==> src/rtl/lc3_pkg.sv <==
// Shared LC-3 datapath constants: widths and NZP condition-code encodings.
// Imported by the register file, its interface and the NZP classifier.
package lc3_pkg;

  localparam int DATA_W     = 16;
  localparam int REG_CNT    = 8;
  localparam int REG_ADDR_W = 3;

  typedef logic [2:0] nzp_t;

  localparam nzp_t CC_N      = 3'b100;
  localparam nzp_t CC_Z      = 3'b010;
  localparam nzp_t CC_P      = 3'b001;
  localparam nzp_t NZP_RESET = CC_Z;

endpackage

==> src/rtl/regfile_cc_if.sv <==
// Datapath-side bundle for the register file: write-back bus, register selects,
// CC/BEN load strobes and the read/flag results.
interface regfile_cc_if #(
  parameter int DATA_W = lc3_pkg::DATA_W
);
  import lc3_pkg::*;

  logic [DATA_W-1:0]     busIn;
  logic [REG_ADDR_W-1:0] dr;
  logic                  ldReg;
  logic [REG_ADDR_W-1:0] sr1;
  logic [REG_ADDR_W-1:0] sr2;
  logic                  ldCC;
  logic [2:0]            irNzp;
  logic                  ldBen;
  logic [DATA_W-1:0]     Ra;
  logic [DATA_W-1:0]     Rb;
  nzp_t                  nzp;
  logic                  ben;

  modport master (
    output busIn, dr, ldReg, sr1, sr2, ldCC, irNzp, ldBen,
    input  Ra, Rb, nzp, ben
  );

  modport slave (
    input  busIn, dr, ldReg, sr1, sr2, ldCC, irNzp, ldBen,
    output Ra, Rb, nzp, ben
  );

endinterface

==> src/rtl/nzp_gen.sv <==
// Sign/zero classifier: maps a datapath word to a one-hot {N,Z,P} code.
// Purely combinational so other datapath blocks can reuse it.
module nzp_gen #(
  parameter int DATA_W = lc3_pkg::DATA_W
) (
  input  logic [DATA_W-1:0] i_value,
  output logic [2:0]        o_nzp
);
  import lc3_pkg::*;

  always_comb begin
    o_nzp = CC_P;
    if (i_value[DATA_W-1]) begin
      o_nzp = CC_N;
    end else if (i_value == '0) begin
      o_nzp = CC_Z;
    end
  end

endmodule

==> src/rtl/regfile_cc.sv <==
// LC-3 general register file with NZP condition codes and branch-enable flag.
// Flop-based array: async active-low reset, combinational reads, no write bypass.
module regfile_cc #(
  parameter int DATA_W  = lc3_pkg::DATA_W,
  parameter int REG_CNT = lc3_pkg::REG_CNT
) (
  input  logic          clk,
  input  logic          resetN,
  regfile_cc_if.slave   bus
);
  import lc3_pkg::*;

  logic [DATA_W-1:0] r_regs [REG_CNT];
  nzp_t              r_nzp;
  logic              r_ben;
  nzp_t              w_nzpNext;

  // CC comes from the write-back bus itself, so it is valid even when ldReg=0.
  nzp_gen #(.DATA_W(DATA_W)) u_nzpGen (
    .i_value (bus.busIn),
    .o_nzp   (w_nzpNext)
  );

  always_ff @(posedge clk or negedge resetN) begin
    if (!resetN) begin
      for (int i = 0; i < REG_CNT; i++) begin
        r_regs[i] <= '0;
      end
    end else if (bus.ldReg) begin
      r_regs[bus.dr] <= bus.busIn;
    end
  end

  always_ff @(posedge clk or negedge resetN) begin
    if (!resetN) begin
      r_nzp <= NZP_RESET;
    end else if (bus.ldCC) begin
      r_nzp <= w_nzpNext;
    end
  end

  // Uses the pre-edge r_nzp, so a same-cycle ldCC does not affect this decision.
  always_ff @(posedge clk or negedge resetN) begin
    if (!resetN) begin
      r_ben <= 1'b0;
    end else if (bus.ldBen) begin
      r_ben <= |(bus.irNzp & r_nzp);
    end
  end

  assign bus.Ra  = r_regs[bus.sr1];
  assign bus.Rb  = r_regs[bus.sr2];
  assign bus.nzp = r_nzp;
  assign bus.ben = r_ben;

endmodule

==> src/flat_wrapper.sv <==
// flat-port wrapper written by rule: the top's interface ports become plain ports
module regfile_cc_flat import lc3_pkg::*;
#(
  parameter int DATA_W  = lc3_pkg::DATA_W,
  parameter int REG_CNT = lc3_pkg::REG_CNT
)
  (clk, resetN, bus_busIn, bus_dr, bus_ldReg, bus_sr1, bus_sr2, bus_ldCC, bus_irNzp, bus_ldBen, bus_Ra, bus_Rb, bus_nzp, bus_ben);
  regfile_cc_if #(.DATA_W(DATA_W)) bus_i ();
  input  logic clk;
  input  logic resetN;
  input wire logic [$bits(bus_i.busIn)-1:0] bus_busIn;
  input wire logic [$bits(bus_i.dr)-1:0] bus_dr;
  input wire logic [$bits(bus_i.ldReg)-1:0] bus_ldReg;
  input wire logic [$bits(bus_i.sr1)-1:0] bus_sr1;
  input wire logic [$bits(bus_i.sr2)-1:0] bus_sr2;
  input wire logic [$bits(bus_i.ldCC)-1:0] bus_ldCC;
  input wire logic [$bits(bus_i.irNzp)-1:0] bus_irNzp;
  input wire logic [$bits(bus_i.ldBen)-1:0] bus_ldBen;
  output wire logic [$bits(bus_i.Ra)-1:0] bus_Ra;
  output wire logic [$bits(bus_i.Rb)-1:0] bus_Rb;
  output wire logic [$bits(bus_i.nzp)-1:0] bus_nzp;
  output wire logic [$bits(bus_i.ben)-1:0] bus_ben;
  assign bus_i.busIn = bus_busIn;
  assign bus_i.dr = bus_dr;
  assign bus_i.ldReg = bus_ldReg;
  assign bus_i.sr1 = bus_sr1;
  assign bus_i.sr2 = bus_sr2;
  assign bus_i.ldCC = bus_ldCC;
  assign bus_i.irNzp = bus_irNzp;
  assign bus_i.ldBen = bus_ldBen;
  assign bus_Ra = bus_i.Ra;
  assign bus_Rb = bus_i.Rb;
  assign bus_nzp = bus_i.nzp;
  assign bus_ben = bus_i.ben;
  regfile_cc #(.DATA_W(DATA_W), .REG_CNT(REG_CNT)) u_core (.clk(clk), .resetN(resetN), .bus(bus_i));
endmodule
==> config.mk <==
export PLATFORM = sky130hd
export DESIGN_NAME = regfile_cc_flat
export DESIGN_NICKNAME = d
export VERILOG_FILES = /design/src/rtl/lc3_pkg.sv /design/src/rtl/regfile_cc_if.sv /design/src/rtl/nzp_gen.sv /design/src/rtl/regfile_cc.sv /design/src/flat_wrapper.sv
export SDC_FILE = /design/constraint.sdc
export NUM_CORES = 1
export LEC_CHECK = 0
export ABC_CLOCK_PERIOD_IN_PS = 2600
export CORE_UTILIZATION = 54
export DETAILED_ROUTE_END_ITERATION = 8
export HOLD_SLACK_MARGIN = 0.15
export PLACE_DENSITY = 0.76
export SKIP_CTS_REPAIR_TIMING = 1
export SYNTH_ARGS = -nofsm -noshare
export SYNTH_HDL_FRONTEND = slang
export SYNTH_HIERARCHICAL = 1
export SYNTH_SLANG_ARGS = --single-unit
==> constraint.sdc <==
create_clock -name clk -period 2.6 [get_ports clk]
set_input_delay 0.65 -clock clk [delete_from_list [all_inputs] [get_ports clk]]
set_output_delay 0.65 -clock clk [all_outputs]
set_load 0.01 [all_outputs]
# [Word level (Yosys, flattened, before mapping)]
# Index checks and enable logic that the tools add are counted.
# Widths: inputs -> output; s select.
[classes] magnitude_cmp=4 mux=11 bitwise=4 n_reduce_logical=3
[ops] operator="$bwmux 128" count=1
[ops] operator="$bmux 16 s3" count=2
[ops] operator="$mux 16" count=5
[ops] operator="$demux 16 s3" count=1
[ops] operator="$logic_not 16->1" count=1
[ops] operator="$ge 4x4->1 const B" count=3
[ops] operator="$not 3->4" count=3
[ops] operator="$lt 4x1->1 const B" count=1
[ops] operator="$and 3x3->3" count=1
[ops] operator="$mux 3" count=1
[ops] operator="$reduce_or 3->1" count=1
[ops] operator="$mux 2" count=1
[ops] operator="$logic_and 1x1->1" count=1
[totals] ff_bits=132 in_bits=33 out_inout_bits=36 word_cells=32

# [Logic depth before layout (Yosys ltp)]
[depth] depth_word=6 mapped_depth=5

# [Modules after synthesis]
# Netlist, hierarchy kept.
[modules_own_cells] module="regfile_cc" instances=1 cells_per_inst=403 area_each_um2=7151.9 seq_area_each_um2=3304.4
[modules_own_cells] module="nzp_gen" instances=1 cells_per_inst=7 area_each_um2=50.0 seq_area_each_um2=0.0

# [Least setup slack after synthesis]
# No wires, ideal clock.
[synth_path] path_kind="input port to output port" start="input bus_sr1[0]" end="output bus_Ra[13]" t_arrival_ns=1.722 setup_slack_ns=0.228 stages=4 n_path_buf=2 cell_sequence="buf_6 > buf_6 > mux4_1 > mux2_2"
[synth_via] elab_chain_cells=4
[synth_lines] element="start: declaration" line="flat_wrapper.sv:14" text="input wire logic [$bits(bus_i.sr1)-1:0] bus_sr1;"
[synth_lines] element="$not 3->4 (not written as such)" line="regfile_cc.sv:51" text="assign bus.Ra = r_regs[bus.sr1];"
[synth_lines] element="$bmux 16 s3" line="regfile_cc.sv:51"
[synth_lines] element="$mux 16 (not written as such) (2 in a row)" line="regfile_cc.sv:51"
[synth_lines] element="end: declaration" line="flat_wrapper.sv:19" text="output wire logic [$bits(bus_i.Ra)-1:0] bus_Ra;"
# Every way passes these cells. The select of a mux whose other input is x is not followed.

# [Worst setup path after layout]
[layout_path] start="input bus_sr2[0]" end="output bus_Rb[14]"
[layout_via] elab_chain_cells=4
[layout_lines] element="start: declaration" line="flat_wrapper.sv:15" text="input wire logic [$bits(bus_i.sr2)-1:0] bus_sr2;"
[layout_lines] element="$not 3->4 (not written as such)" line="regfile_cc.sv:52" text="assign bus.Rb = r_regs[bus.sr2];"
[layout_lines] element="$bmux 16 s3" line="regfile_cc.sv:52"
[layout_lines] element="$mux 16 (not written as such) (2 in a row)" line="regfile_cc.sv:52"
[layout_lines] element="end: declaration" line="flat_wrapper.sv:20" text="output wire logic [$bits(bus_i.Rb)-1:0] bus_Rb;"
# Every way passes these cells. The select of a mux whose other input is x is not followed.

==> out/summary.md <==
The hold-critical path depth was 1. In this run the worst hold path is classified as reg2reg. The logs give 12800 um2 for the core area and 26000 um for the global-route wire length before repair. The detail route stage leaves a number of antenna-violating nets equal to 0. In the finished design, the share of the clock period the worst path needs comes to 99.8%. In this run the static leakage power is 0.00416 uW. The worst setup path is launched from an input port. The reg-to-reg endpoint is u_core/bus.ben.

The clock tree buffer depth was 2; the count of H-tree levels built during CTS was 4. The flow ran to the end, and the final reports show no timing, DRC or antenna violations. The post-synthesis compound-gate area fraction works out to 0.330%.

In this run the worst path has a maximum fanout of 6. The final cell area excluding filler cells came out at 9250 um2. For the worst setup path, the data arrival time is 1.95 ns. The wire length after detailed routing was 18200 um; the number of buffers inserted during clock tree synthesis was 17. Static timing analysis puts the maximum clock frequency at 385 MHz. In the final routed layout, each cell accounts on average for 26.1 um. At the pin with the least slew margin, the transition time is 0.407 ns. Entering global routing, the biggest net connects 69 pins.

The synthesized-area fraction occupied by adder cells is 0%. The tools report the final net count as 547. For the via count of the first global-routing pass, the log shows 4560. The flop and latch count out of synthesis was 132; the maximum clock skew at final layout was 0.000647 ns. The endpoint of the worst hold path was u_core/r_regs[67]. The final number of setup-violating endpoints is 0. Number of warnings reported in the yosys synthesis log: 6. The distinct cell type count of the synthesized netlist was 21; the number of port buffers was 68. The detailed-route DRC error count is 0. The count of final hold-check violations is 0. TritonCTS built the clock tree.

The worst IR drop on VDD is 0.407 mV. Across the run, the number of max-cap violations was 0. Compared with the post-synthesis result, the final layout area differs by 28.5%. At the later pin of the worst-skew pair, clock insertion delay measures 0.42 ns. Routability-driven placement finished with a final weighted congestion of 0.808.

The die is 117 um tall. The initial antenna violation count came out at 0. Total overflow reported by the global router: 0.

The floorplan die area is 13800 um2. The end-of-flow core utilization is 72.1%. The number of nets in the synthesized netlist is 443. The initial utilization of the core area, before any placement, comes to 56.2%.

Counting tap cells, the placed design contains a total of 649 instances. The final cell count without fillers is 699, and the CTS clock-pin slew for the worst setup and hold paths is 0.06 ns. Each instance of the synthesized netlist takes up on average 17.6 um2.

The tools report the clock root buffer as sky130_fd_sc_hd__clkbuf_16. The setup TNS was 0 ns. Capturing element type of the critical path: an output pin. In the final layout, the share of cells above drive strength 1 is 55.6%.

The total cell area at the placement stage is 8340 um2, and the area of the mapped netlist is 7200 um2. For this block, the via count after detailed routing is 4534. Simple-gate portion of the synthesized area: 2.07%. The number of cell instances on the worst register-to-register path is 2, and the count of boundary I/O pins is 69. Share of synthesized area spent on multiplexers: 48.4%.

The share of the Yosys chip area taken by registers is 45.9%. The tree built by TritonCTS fans out to 132 sinks. Setup repair after global routing could not meet its margin everywhere. The diode insertion count for antenna repair is 0.

The combinational family with the most area after synthesis is multiplexers. Once detailed placement completed, the half-perimeter wirelength came to 10200 um. Summing the areas of all xor and xnor instances in the mapped netlist gives 0% of the synthesized area. The total iterations of the first detailed-routing run is 4. The setup path with the least slack is of type in2out. For this design the ratio of total power to cell area is 772 nW/um2. The number of cell rows is 41. Source of the worst register-to-register timing path: u_core/bus.nzp[0]. For this block, the initial DRC count from the detailed router was 369. Synthesis produced a netlist whose cell count is 410. Measured against its own limit, the worst slew margin works out to 72.8%. In this run the register-to-register setup slack is 1.64 ns. The data required time at the worst endpoint is 1.95 ns.

Worst hold path startpoint: u_core/r_regs[67]. The final max-slew violation count is 0, and the via density per instance is 6.49. The worst path needs 2.60 ns of the cycle, external delays included. From left edge to right edge, the die measures 117 um.

The aggregate global-route resource usage is 25.4%, and the fill cell total of the finished layout is 785.
-- how the worst max path moves through the flow --
| stage | from | to | slack [ns] | cells after the start |
|---|---|---|---|---|
| after floorplan | bus_sr1[0] | bus_Ra[13] | 0.23 | 4 |
| after global placement | bus_sr1[2] | bus_Ra[11] | -0.55 | 5 |
| after detailed placement | bus_sr1[2] | bus_Ra[11] | -0.56 | 5 |
| after CTS | bus_sr1[2] | bus_Ra[11] | -0.57 | 5 |
| after global routing | bus_sr2[0] | bus_Rb[15] | -0.03 | 5 |
| final | bus_sr2[0] | bus_Rb[14] | 0.005 | 5 |
-- layout by cell type, fill, tap and decap left out, drive strengths merged --
cell,n
mux2,163
dfrtp,131
mux4,64
buf,49
clkbuf,32
clkdlybuf4s50,31
dlymetal6s2s,23
clkinv,5
bufinv,4
nor4,4
inv,3
clkinvlp,3
nor4bb,3
nand4b,3
dlygate4sd3,1
nand4,1
nor4b,1
a222oi,1
nor2,1
a21oi,1
dfstp,1
a41oi,1
and4,1
-- cells in the mapped netlist --
cell,number,share of area (%)
sky130_fd_sc_hd__nor2_1,1,0.052
sky130_fd_sc_hd__dfstp_2,1,0.36
sky130_fd_sc_hd__nor4bb_1,3,0.42
sky130_fd_sc_hd__nand4_2,1,0.17
sky130_fd_sc_hd__nor4b_4,1,0.33
sky130_fd_sc_hd__a21oi_1,1,0.069
sky130_fd_sc_hd__mux4_1,56,20
sky130_fd_sc_hd__buf_6,10,1.6
sky130_fd_sc_hd__nor4_1,4,0.35
sky130_fd_sc_hd__clkbuf_2,2,0.14
sky130_fd_sc_hd__buf_2,8,0.56
sky130_fd_sc_hd__a222oi_1,1,0.14
sky130_fd_sc_hd__buf_1,7,0.36
sky130_fd_sc_hd__nand4b_2,3,0.63
sky130_fd_sc_hd__dfrtp_1,131,46
sky130_fd_sc_hd__mux2_2,163,25
sky130_fd_sc_hd__a41oi_1,1,0.12
sky130_fd_sc_hd__mux4_2,8,2.5
sky130_fd_sc_hd__buf_4,6,0.63
sky130_fd_sc_hd__clkbuf_1,1,0.052
sky130_fd_sc_hd__and4_1,1,0.12
-- power by group --
group | internal, uW | switching [uW] | total, uW
combinational | 1160 | 603 | 1770
clock | 1610 | 924 | 2540
sequential | 2500 | 340 | 2840
-- logic make-up after synthesis --
group | after synthesis
compound gates | 3
mux | 227
buf+inv | 34
simple gates | 14
flops | 132
-- per-stage QoR --
stage,hold slack [ns],total power [uW],setup slack [ns]
6_report,0.518,7140,0.00471
5_1_grt,0.534,7420,-0.0286
4_1_cts,0.0782,7120,-0.568
3_5_place_dp,0.504,4580,-0.561
3_3_place_gp,0.494,4490,-0.553
2_1_floorplan,0.354,3850,0.228
-- routing by layer --
| layer | part of all wire (%) | vias to the layer above | wire length (um) | track usage (%) |
|---|---|---|---|---|
| li1 | - | 1892 | - | - |
| met3 | 7.2 | 28 | 1320 | 5.09 |
| met5 | 0 | - | 0 | 0 |
| met1 | 41 | 2379 | 7490 | 34.3 |
| met2 | 50 | 235 | 9080 | 41.3 |
| met4 | 1.9 | 0 | 354 | 8.81 |
-- critical path, cell delays in order --
cell,delay [ns]
sky130_fd_sc_hd__buf_12,0.12
sky130_fd_sc_hd__clkbuf_16,0.17
sky130_fd_sc_hd__mux4_1,0.55
sky130_fd_sc_hd__mux2_4,0.28
sky130_fd_sc_hd__dlymetal6s2s_1,0.17
-- registers in the layout (all words and copies together) (netlist names) --
signal	flops
u_core/bus.ben	1
u_core/r_regs	128
u_core/bus.nzp	3
-- cell type report --
| class | instances | area (um2) | share of cell area (%) |
|---|---|---|---|
| tap | 172 | 215 | 2.33 |
| multi-input combinational | 244 | 3660 | 39.5 |
| timing repair buffer | 119 | 1450 | 15.6 |
| clock inverter | 15 | 205 | 2.22 |
| clock buffer | 17 | 425 | 4.60 |
| sequential | 132 | 3300 | 35.7 |
Power figures use the tool's default switching activity.
